## src/rtl/divider_radix2_unit_pkg.sv

```systemverilog
// rtl/divider_radix2_unit_pkg.sv - shared types for the radix-2 divider
package common;

  typedef logic [63:0]  u64;
  typedef logic [127:0] u128;

  // Divider control states
  typedef enum logic [1:0] {
    DIV_IDLE,
    DIV_BUSY,
    DIV_DONE
  } div_state_t;

  // One quotient bit per BUSY cycle for a 64-bit operand
  localparam int DIV_ITERS = 64;

endpackage

```

## src/rtl/divider_radix2_unit_div_step.sv

```systemverilog
// rtl/divider_radix2_unit_div_step.sv - one restoring shift-subtract iteration
module div_step
  import common::*;
#(
  parameter int WIDTH = DIV_ITERS
) (
  input  logic [WIDTH-1:0] rem,
  input  logic [WIDTH-1:0] quo,
  input  logic [WIDTH-1:0] dvs,
  output logic [WIDTH-1:0] rem_next,
  output logic [WIDTH-1:0] quo_next
);

  // The partial remainder is WIDTH+1 bits: rem's MSB is the carry-out of the
  // shift and must take part in the compare, otherwise divisors above
  // 2^(WIDTH-1) fail.
  logic [WIDTH:0] t;
  logic [WIDTH:0] diff;
  logic           ge;

  // Shift in the next dividend bit, trial-subtract, restore on borrow
  always_comb begin
    t    = {rem, quo[WIDTH-1]};
    diff = t - {1'b0, dvs};
    // rem < dvs holds on entry, so a successful subtract never sets diff's
    // top bit; a borrow always does.
    ge       = ~diff[WIDTH];
    rem_next = ge ? diff[WIDTH-1:0] : t[WIDTH-1:0];
    quo_next = {quo[WIDTH-2:0], ge};
  end

endmodule

```

## src/rtl/divider_radix2_unit.sv

```systemverilog
// rtl/divider_radix2_unit.sv - multicycle unsigned restoring divider, {rem, quo} result
module divider_radix2_unit
  import common::*;
#(
  parameter int WIDTH = DIV_ITERS
) (
  input  logic               clk,
  input  logic               reset,
  input  logic               valid,
  input  logic [WIDTH-1:0]   a,
  input  logic [WIDTH-1:0]   b,
  output logic               done,
  output logic [2*WIDTH-1:0] c
);

  localparam int CNT_W = $clog2(WIDTH);
  localparam logic [CNT_W-1:0] LAST_ITER = CNT_W'(WIDTH - 1);

  div_state_t       state_q, state_d;
  logic [CNT_W-1:0] cnt_q, cnt_d;
  logic [WIDTH-1:0] rem_q, rem_d;
  logic [WIDTH-1:0] quo_q, quo_d;
  logic [WIDTH-1:0] dvs_q, dvs_d;

  logic [WIDTH-1:0] rem_step;
  logic [WIDTH-1:0] quo_step;

  div_step #(
    .WIDTH (WIDTH)
  ) u_div_step (
    .rem      (rem_q),
    .quo      (quo_q),
    .dvs      (dvs_q),
    .rem_next (rem_step),
    .quo_next (quo_step)
  );

  // State and datapath registers; reset clears everything so c reads zero at once
  always_ff @(posedge clk or posedge reset) begin
    if (reset) begin
      state_q <= DIV_IDLE;
      cnt_q   <= '0;
      rem_q   <= '0;
      quo_q   <= '0;
      dvs_q   <= '0;
    end else begin
      state_q <= state_d;
      cnt_q   <= cnt_d;
      rem_q   <= rem_d;
      quo_q   <= quo_d;
      dvs_q   <= dvs_d;
    end
  end

  // Next-state and datapath load/iterate decisions
  always_comb begin
    state_d = state_q;
    cnt_d   = cnt_q;
    rem_d   = rem_q;
    quo_d   = quo_q;
    dvs_d   = dvs_q;

    case (state_q)
      DIV_IDLE: begin
        if (valid) begin
          if (b != '0) begin
            rem_d   = '0;
            quo_d   = a;
            dvs_d   = b;
            cnt_d   = '0;
            state_d = DIV_BUSY;
          end else begin
            // Divide by zero: all-ones quotient, dividend as remainder
            quo_d   = '1;
            rem_d   = a;
            state_d = DIV_DONE;
          end
        end
      end

      DIV_BUSY: begin
        if (!valid) begin
          // Requester flushed or bubbled; drop the operation silently
          state_d = DIV_IDLE;
        end else begin
          rem_d = rem_step;
          quo_d = quo_step;
          cnt_d = cnt_q + CNT_W'(1);
          if (cnt_q == LAST_ITER) begin
            state_d = DIV_DONE;
          end
        end
      end

      DIV_DONE: begin
        state_d = DIV_IDLE;
      end

      default: begin
        state_d = DIV_IDLE;
      end
    endcase
  end

  assign done = (state_q == DIV_DONE);
  assign c    = {rem_q, quo_q};

endmodule

```

## config.mk

```make
export PLATFORM = sky130hd
export DESIGN_NAME = divider_radix2_unit
export DESIGN_NICKNAME = d
export VERILOG_FILES = /design/src/rtl/divider_radix2_unit_pkg.sv /design/src/rtl/divider_radix2_unit_div_step.sv /design/src/rtl/divider_radix2_unit.sv
export SDC_FILE = /design/constraint.sdc
export NUM_CORES = 1
export LEC_CHECK = 0
export BUFFER_PORTS_ARGS = -buffer_cell sky130_fd_sc_hd__buf_2
export CORE_MARGIN = 5
export CORE_UTILIZATION = 51
export CTS_CLUSTER_DIAMETER = 80
export DETAILED_ROUTE_END_ITERATION = 8
export PLACE_DENSITY = 0.75
export SLEW_MARGIN = 20
export SYNTH_ARGS = -nofsm -noshare
export SYNTH_HDL_FRONTEND = slang
export SYNTH_SLANG_ARGS = --single-unit
```

## constraint.sdc

```tcl
create_clock -name clk -period 6.05 [get_ports clk]
set_input_delay 0.605 -clock clk [delete_from_list [all_inputs] [get_ports clk]]
set_output_delay 0.605 -clock clk [all_outputs]
set_load 0.03 [all_outputs]
```

==> flow_metrics.env, run 1 <==
export IMPL_dp_slack_ns=1.864
export IMPL_utilization_pct=58.59
export IMPL_die_x_um=171.6
export IMPL_antenna_found_initial=4
export IMPL_io_pins=260
export IMPL_setup_slack_ns=1.778
export IMPL_synth_area_per_cell_um2=8.178
export IMPL_grt_pass1_wl_um=69970
export IMPL_synth_edf_count=0
export IMPL_vias=13240
export IMPL_h_tree_depth=4
export IMPL_slowest_stage="buf_4"
export IMPL_finalCriticalPeriod_ns=4.272
export IMPL_hold_viol_final=0
export IMPL_final_cell_mix="buf_2 (259), nand2_1 (217), dfrtp_1 (199)"
export IMPL_tritoncts="done"
export IMPL_slew_headroom_pct=33.44
export IMPL_grt_max_degree=105
export IMPL_path_common_cell="a211oi_1"
export IMPL_start_util_pct=51.41
export IMPL_async_reset_ff_share_pct=100.0
export IMPL_cellLeakagePower_nw=7.165
export IMPL_postCtsSetupBuffers=0
export IMPL_fmax_mhz=234.1
export IMPL_finalSetupViolations=0
export IMPL_fp_dieH_um=171.6
export IMPL_rsz0062_at_grt="false"
export IMPL_worst_pin_slew_ns=0.9947
export IMPL_grt_usage_pct=29.81
export IMPL_max_stage_delay_ns=0.68
export IMPL_arrival_ns=4.63
export IMPL_synth_top_area_cell="dfrtp_1"
export IMPL_routed_via_density=6.147
export IMPL_swShare_pct=50.72
export IMPL_cp_depth=14
export IMPL_yosysUniqueCellTypes=79
export IMPL_layout_commonest_cell="buf_2"
export IMPL_critPathKind="flop to flop"
export IMPL_drive_gt1_share_pct=18.23
export IMPL_critPathMaxFanout=87
export IMPL_synth_nets=1826
export IMPL_synthCells=1629
export IMPL_root_buffer="clkbuf_16"
export IMPL_internal_power_mw=3.878
export IMPL_clock_sinks=200
export IMPL_ir_drop_v=0.0004721
export IMPL_syn_area_um2=13320
export IMPL_combPwrFrac_pct=60.1
export IMPL_clockPowerShare_pct=15.0
export IMPL_area_delta_synth_final_pct=13.97
export IMPL_hold_class="input pin to asynchronous set/reset pin"
export IMPL_core_area_um2=25910
export IMPL_ys_ff_latch=200
export IMPL_ctsHoldBuffers=0
export IMPL_hpwlAfterDp_um=33490
export IMPL_crit_path_end_kind="flop"
export IMPL_first_global_vias=12550
export IMPL_power_net_switching_mw=3.992
export IMPL_cts_buffers=17
export IMPL_reg2reg_slack_ns=1.78
export IMPL_clk_path_buf_depth=2
export IMPL_ant_nets=0
export IMPL_rows=59
export IMPL_place_inst=2119
export IMPL_drc=0
export IMPL_cts_clk_slew_worst_paths_ns=0.09
export IMPL_yosysTopAreaCellShare_pct=37.57
export IMPL_reg2reg_depth=14
export IMPL_first_pass_iters=5
export IMPL_place_area_um2=14590
export IMPL_grt_overflow=0
export IMPL_timing_rr_start="quo_q[63]"
export IMPL_wire_per_inst_um=20.83
export IMPL_cp_required_ns=6.41
export IMPL_fin_area_um2=15180
export IMPL_r2r_end="rem_q[44]"
export IMPL_slew_viol_final=0
export IMPL_status="finished, final reports clean"
export IMPL_crit_family="compound AO/OA/AOI/OAI gates"
export IMPL_yosysSeqAreaShare_pct=37.57
export IMPL_drtIter0Drc=1110
export IMPL_ys_flop_type="dfrtp_1"
export IMPL_seqPwrFrac_pct=24.9
export IMPL_yosys_warnings=0
export IMPL_tns_ns=0
export IMPL_clk_latency_ns=0.45
export IMPL_place_gp_congestion=0.9450
export IMPL_portBuffers=259
export IMPL_cp_start_kind="flop"
export IMPL_fin_cells=2154
export IMPL_critical_path_cell_chain="inv_1, ha_1, fa_1, nor2b_1, o2111ai_1, a211oi_1, o21ai_2, a211oi_1, nor3_4, xor2_4, buf_4, and2_1, a31oi_1, a211oi_2"
export IMPL_die_area_um2=29450
export IMPL_crit_buf_inv=2
export IMPL_fin_crit_sh_pct=70.61
export IMPL_skew_ns=0.01929
export IMPL_nets=2000
export IMPL_wl_um=44870
export IMPL_drv_cap=0
export IMPL_power_density_nw_per_um2=518.4
export IMPL_yosys_top_cells_area="dfrtp_1 (38%), o21ai_0 (7.4%), a21oi_1 (6.8%), nand2_1 (6.1%), ha_1 (6.1%)"
export IMPL_cts_resized=0
[sequential cells by signal (all words and copies together), names as in the netlist]
register / flops
dvs_q: 64
rem_q: 64
state_q: 2
cnt_q: 6
quo_q: 64
[synth_stat cells (all sizes together) (12+ instances only)]
library cell    n
o22ai          14
nand2b         12
nor4           20
xor2           26
inv            84
and3           37
xnor2          33
o21bai         15
buf            36
ha             65
o21ai         210
clkbuf         81
nand3          20
a21oi         184
a21o           19
nand2         217
dfrtp         200
nand4          25
a221oi         72
nor2          115
nor3           22
[power by group through the flow]
stage | Combinational [mW] | Sequential, mW | Clock (mW)
finish | 4.73 | 1.96 | 1.18
global route | 5.17 | 2.00 | 1.24
CTS | 4.68 | 1.95 | 1.18
detailed placement | 4.66 | 1.98 | 0
global placement | 4.60 | 1.97 | 0
floorplan | 3.22 | 2.35 | 0
[kinds of logic (layout without fill, tap and decap cells)]
family                   Yosys count  in the layout  synth area share (%)
other                              0              3                     0
buffers and inverters            202            389                 6.913
AO/OA/AOI/OAI                    597            597                 27.39
XOR/XNOR                          59             59                 4.076
adder cells (fa/ha/maj)           66             66                 6.255
flip-flops                       200            200                 37.57
multiplexers                      10             10                0.7608
AND/OR/NAND/NOR                  495            495                 17.04
[how the worst max path moves through the flow]
stage | startpoint | end
detailed placement | quo_q[63] | rem_q[44]
finish | quo_q[63] | rem_q[44]
global placement | quo_q[63] | rem_q[44]
floorplan | quo_q[63] | rem_q[58]
CTS | quo_q[63] | rem_q[44]
global route | quo_q[63] | rem_q[44]
[metrics by stage]
step | hold WS (ns) | power [mW]
after floorplan | 0.4761 | 5.572
after global placement | 0.4843 | 6.564
after detailed placement | 0.4958 | 6.633
after CTS | 0.3597 | 7.823
after global routing | 0.3784 | 8.406
final | 0.3522 | 7.870
[layout make-up]
| class | count | area (um^2) |
|---|---|---|
| fillers | 2351 | 10730 |
| multi-input cells | 1227 | 7428 |
| flip-flops and latches | 200 | 5006 |
| repair buffers | 273 | 1414 |
| clock buffers | 20 | 456.7 |
| well taps | 335 | 419.2 |
| inverters | 84 | 319.1 |
| clock inverters | 12 | 131.4 |
| diodes | 3 | 7.507 |
[layer usage]
layer  track usage (%)  vias up  part of all wire [%]
li1                  -     6213                     -
met4             10.44        6                   3.4
met3             5.861      114                   7.8
met5                 0        -                 0.058
met2             47.34      534                    46
met1             40.90     6373                    43
Power figures use the tool's default switching activity.
==> inputs of run 2 (changes only) <==
--- a/config.mk
+++ b/config.mk
@@ -5,12 +5,13 @@
 export SDC_FILE = /design/constraint.sdc
 export NUM_CORES = 1
 export LEC_CHECK = 0
+export ABC_AREA = 1
 export BUFFER_PORTS_ARGS = -buffer_cell sky130_fd_sc_hd__buf_2
 export CORE_MARGIN = 5
-export CORE_UTILIZATION = 51
+export CORE_UTILIZATION = 53
 export CTS_CLUSTER_DIAMETER = 80
 export DETAILED_ROUTE_END_ITERATION = 8
-export PLACE_DENSITY = 0.75
+export PLACE_DENSITY = 0.76
 export SLEW_MARGIN = 20
 export SYNTH_ARGS = -nofsm -noshare
 export SYNTH_HDL_FRONTEND = slang
==> constraint.sdc (replaced) <==
create_clock -name clk -period 3.6 [get_ports clk]
set_input_delay 0.36 -clock clk [delete_from_list [all_inputs] [get_ports clk]]
set_output_delay 0.36 -clock clk [all_outputs]
set_load 0.03 [all_outputs]
==> run 2 against run 1 <==
  * Critical path type unchanged
  * Worst setup slack got worse by 1.3 ns
  * Area after synthesis is 18% higher
  * Non-clock buffer count grew 4
  * Sequential cell count did not move
  * Highest routed layer is now met4
  * Via count grew 30%
  * Critical path depth up 6
  * Clock power up 75%
  * Core utilization up 2.6 points
  * Global-route usage grew 3.8 points
==> flow_metrics.env, run 2 <==
export IMPL_status="finished, final reports clean"
export IMPL_hold_end="dvs_q[39]"
export IMPL_grt_usage_pct=33.60
export IMPL_arrival_ns=3.51
export IMPL_wl_um=56560
export IMPL_met2_usage_pct=56.02
export IMPL_clock_sinks=200
export IMPL_core_area_um2=29480
export IMPL_path_common_cell="nand2_1"
export IMPL_critPathMaxFanout=35
export IMPL_crit_buf_inv=3
export IMPL_hpwlAfterDp_um=44300
export IMPL_ys_ff_latch=200
export IMPL_h_tree_depth=4
export IMPL_grt_pass1_wl_um=88570
export IMPL_critical_path_cell_chain="inv_1, ha_1, fa_1, inv_1, nand2_1, nand2_1, nand3_1, nand2_2, nand2_1, nand2_2, nand2_1, nand2_2, nand2_2, nand2_1, nand2_1, nand2_4, buf_12, nand2_1, nand3_1, a21oi_1"
export IMPL_clockPowerShare_pct=10.6
export IMPL_yosys_top_cells_area="dfrtp_1 (32%), nand2_1 (19%), inv_1 (12%), a21oi_1 (7.6%), nor2_1 (7.2%)"
export IMPL_clk_latency_ns=0.46
export IMPL_r2r_end="rem_q[27]"
export IMPL_min_from="b[39]"
export IMPL_cts_buffers=17
export IMPL_crit_path_end_kind="flop"
export IMPL_yosysSeqAreaShare_pct=31.80
export IMPL_hold_viol_final=0
export IMPL_io_pins=260
export IMPL_synth_common_cells="nand2_1 (815), inv_1 (509), nor2_1 (303), a21oi_1 (240), dfrtp_1 (200)"
export IMPL_grt_use_met1_pct=44.07
export IMPL_timing_rr_start="quo_q[63]"
export IMPL_first_global_vias=16420
export IMPL_yosysTopAreaCellShare_pct=31.80
export IMPL_synthCells=2582
export IMPL_cellLeakagePower_nw=10.52
export IMPL_fp_dieH_um=182.3
export IMPL_critPathKind="flop to flop"
export IMPL_ctsHoldBuffers=1
export IMPL_p_total_mw=19.42
export IMPL_power_density_nw_per_um2=1077
export IMPL_grt_max_degree=128
export IMPL_place_gp_congestion=0.9568
export IMPL_start_util_pct=53.38
export IMPL_hold_class="input pin to flop"
export IMPL_fin_crit_sh_pct=88.04
export IMPL_worst_pin_slew_ns=0.8545
export IMPL_first_pass_iters=9
export IMPL_top_regs="dvs_q (64), quo_q (64), rem_q (64)"
export IMPL_postCtsSetupBuffers=0
export IMPL_finalSetupViolations=0
export IMPL_ant_nets=0
export IMPL_vias=17150
export IMPL_wire_per_inst_um=17.69
export IMPL_synth_top_area_cell="dfrtp_1"
export IMPL_finalCriticalPeriod_ns=3.170
export IMPL_portBuffers=259
export IMPL_dp_slack_ns=0.4747
export IMPL_drive_gt1_share_pct=11.94
export IMPL_slew_viol_final=0
export IMPL_cp_required_ns=3.94
export IMPL_tns_ns=0
export IMPL_die_x_um=182.3
export IMPL_tritoncts="done"
export IMPL_cp_start_kind="flop"
export IMPL_async_reset_ff_share_pct=100.0
export IMPL_clk_path_buf_depth=2
export IMPL_reg2reg_slack_ns=0.43
export IMPL_rows=63
export IMPL_slowest_stage="fa_1"
export IMPL_yosys_warnings=0
export IMPL_whs_path_depth=3
export IMPL_synth_area_per_cell_um2=6.095
export IMPL_fmax_mhz=315.5
export IMPL_ys_flop_type="dfrtp_1"
export IMPL_area_delta_synth_final_pct=14.55
export IMPL_utilization_pct=61.15
export IMPL_swShare_pct=56.71
export IMPL_rsz0062_at_grt="false"
export IMPL_drtIter0Drc=1429
export IMPL_cts_resized=0
export IMPL_synth_edf_count=0
export IMPL_crit_family="simple AND/OR/NAND/NOR gates"
export IMPL_antenna_found_initial=0
export IMPL_drv_cap=0
export IMPL_holdWs_ns=0.1581
export IMPL_fill_cells=2811
export IMPL_max_stage_delay_ns=0.44
export IMPL_syn_area_um2=15740
export IMPL_yosysUniqueCellTypes=32
export IMPL_reg2reg_depth=20
export IMPL_final_cell_mix="nand2_1 (813), inv_1 (506), nor2_1 (301)"
export IMPL_met3_usage_pct=6.438
export IMPL_layout_commonest_cell="nand2_1"
export IMPL_synth_nets=2779
export IMPL_ir_drop_v=0.0005788
export IMPL_grt_busiest_layer="met2"
export IMPL_cts_clk_slew_worst_paths_ns=0.08
export IMPL_skew_ns=0.01628
export IMPL_combPwrFrac_pct=68.9
export IMPL_yosys_cell_count_top_type="nand2_1"
export IMPL_seqPwrFrac_pct=20.6
export IMPL_setup_slack_ns=0.4304
export IMPL_grt_overflow=0
export IMPL_die_area_um2=33240
export IMPL_slew_headroom_pct=42.51
export IMPL_internal_power_mw=8.406
export IMPL_routed_via_density=5.364
export IMPL_power_net_switching_mw=11.01
export IMPL_drc=0
export IMPL_nets=2992
export IMPL_root_buffer="clkbuf_16"
## run 2: cell type report
class	instances	area, um^2	area share [%]
multi-input cells	1783	8436	46.79
inverters	516	1941	10.76
diodes	1	2.502	0.01388
flip-flops and latches	200	5006	27.77
clock buffers	21	470.5	2.610
repair buffers	277	1546	8.579
clock inverters	9	137.6	0.7635
well taps	390	488.0	2.707
## run 2: power by group through the flow
stage	clock network, mW	logic (mW)	registers [mW]
after detailed placement	0	13.2	3.99
after global routing	2.17	14.9	4.12
after global placement	0	13.0	3.94
final	2.06	13.4	3.99
after floorplan	0	8.26	5.13
after CTS	2.06	13.3	3.97
## run 2: how the worst max path moves through the flow
stage                     startpoint  slack [ns]         to  cells after the start
after floorplan                reset        0.65   cnt_q[0]                      1
after global placement     quo_q[63]        0.59  rem_q[35]                     20
after detailed placement   quo_q[63]        0.47  rem_q[27]                     20
after CTS                  quo_q[63]        0.44  rem_q[27]                     20
after global routing       quo_q[63]        0.14  rem_q[29]                     20
final                      quo_q[63]        0.43  rem_q[27]                     20
## run 2: worst register-to-register path: stages, from the launching register on
cell and delay, ns:
dfrtp_1 0.35, inv_1 0.08, ha_1 0.23, fa_1 0.44, inv_1 0.09, nand2_1 0.05
nand2_1 0.06, nand3_1 0.08, nand2_2 0.14, nand2_1 0.08, nand2_2 0.13, nand2_1 0.08
nand2_2 0.12, nand2_2 0.08, nand2_1 0.08, nand2_1 0.08, nand2_4 0.32, buf_12 0.28
nand2_1 0.13, nand3_1 0.09, a21oi_1 0.08
## run 2: per-stage QoR
step	std cells	instance area [um^2]
3_3_place_gp	3165	17410
6_report	3197	18030
5_1_grt	3196	18020
2_1_floorplan	2582	15740
4_1_cts	3196	18020
3_5_place_dp	3165	17410
## run 2: layer usage
layer  wire (um)  up-vias
li1            -     8366
met1       23410     7935
met2       26810      765
met3        4636       82
met4        1704        0
met5           0        -
## run 2: kinds of logic after synthesis
family / synth area share (%)
buf+inv: 14.72
compound gates: 13.09
flops: 31.80
simple gates: 33.31
xor+xnor: 1.781
fa+ha+maj: 5.295
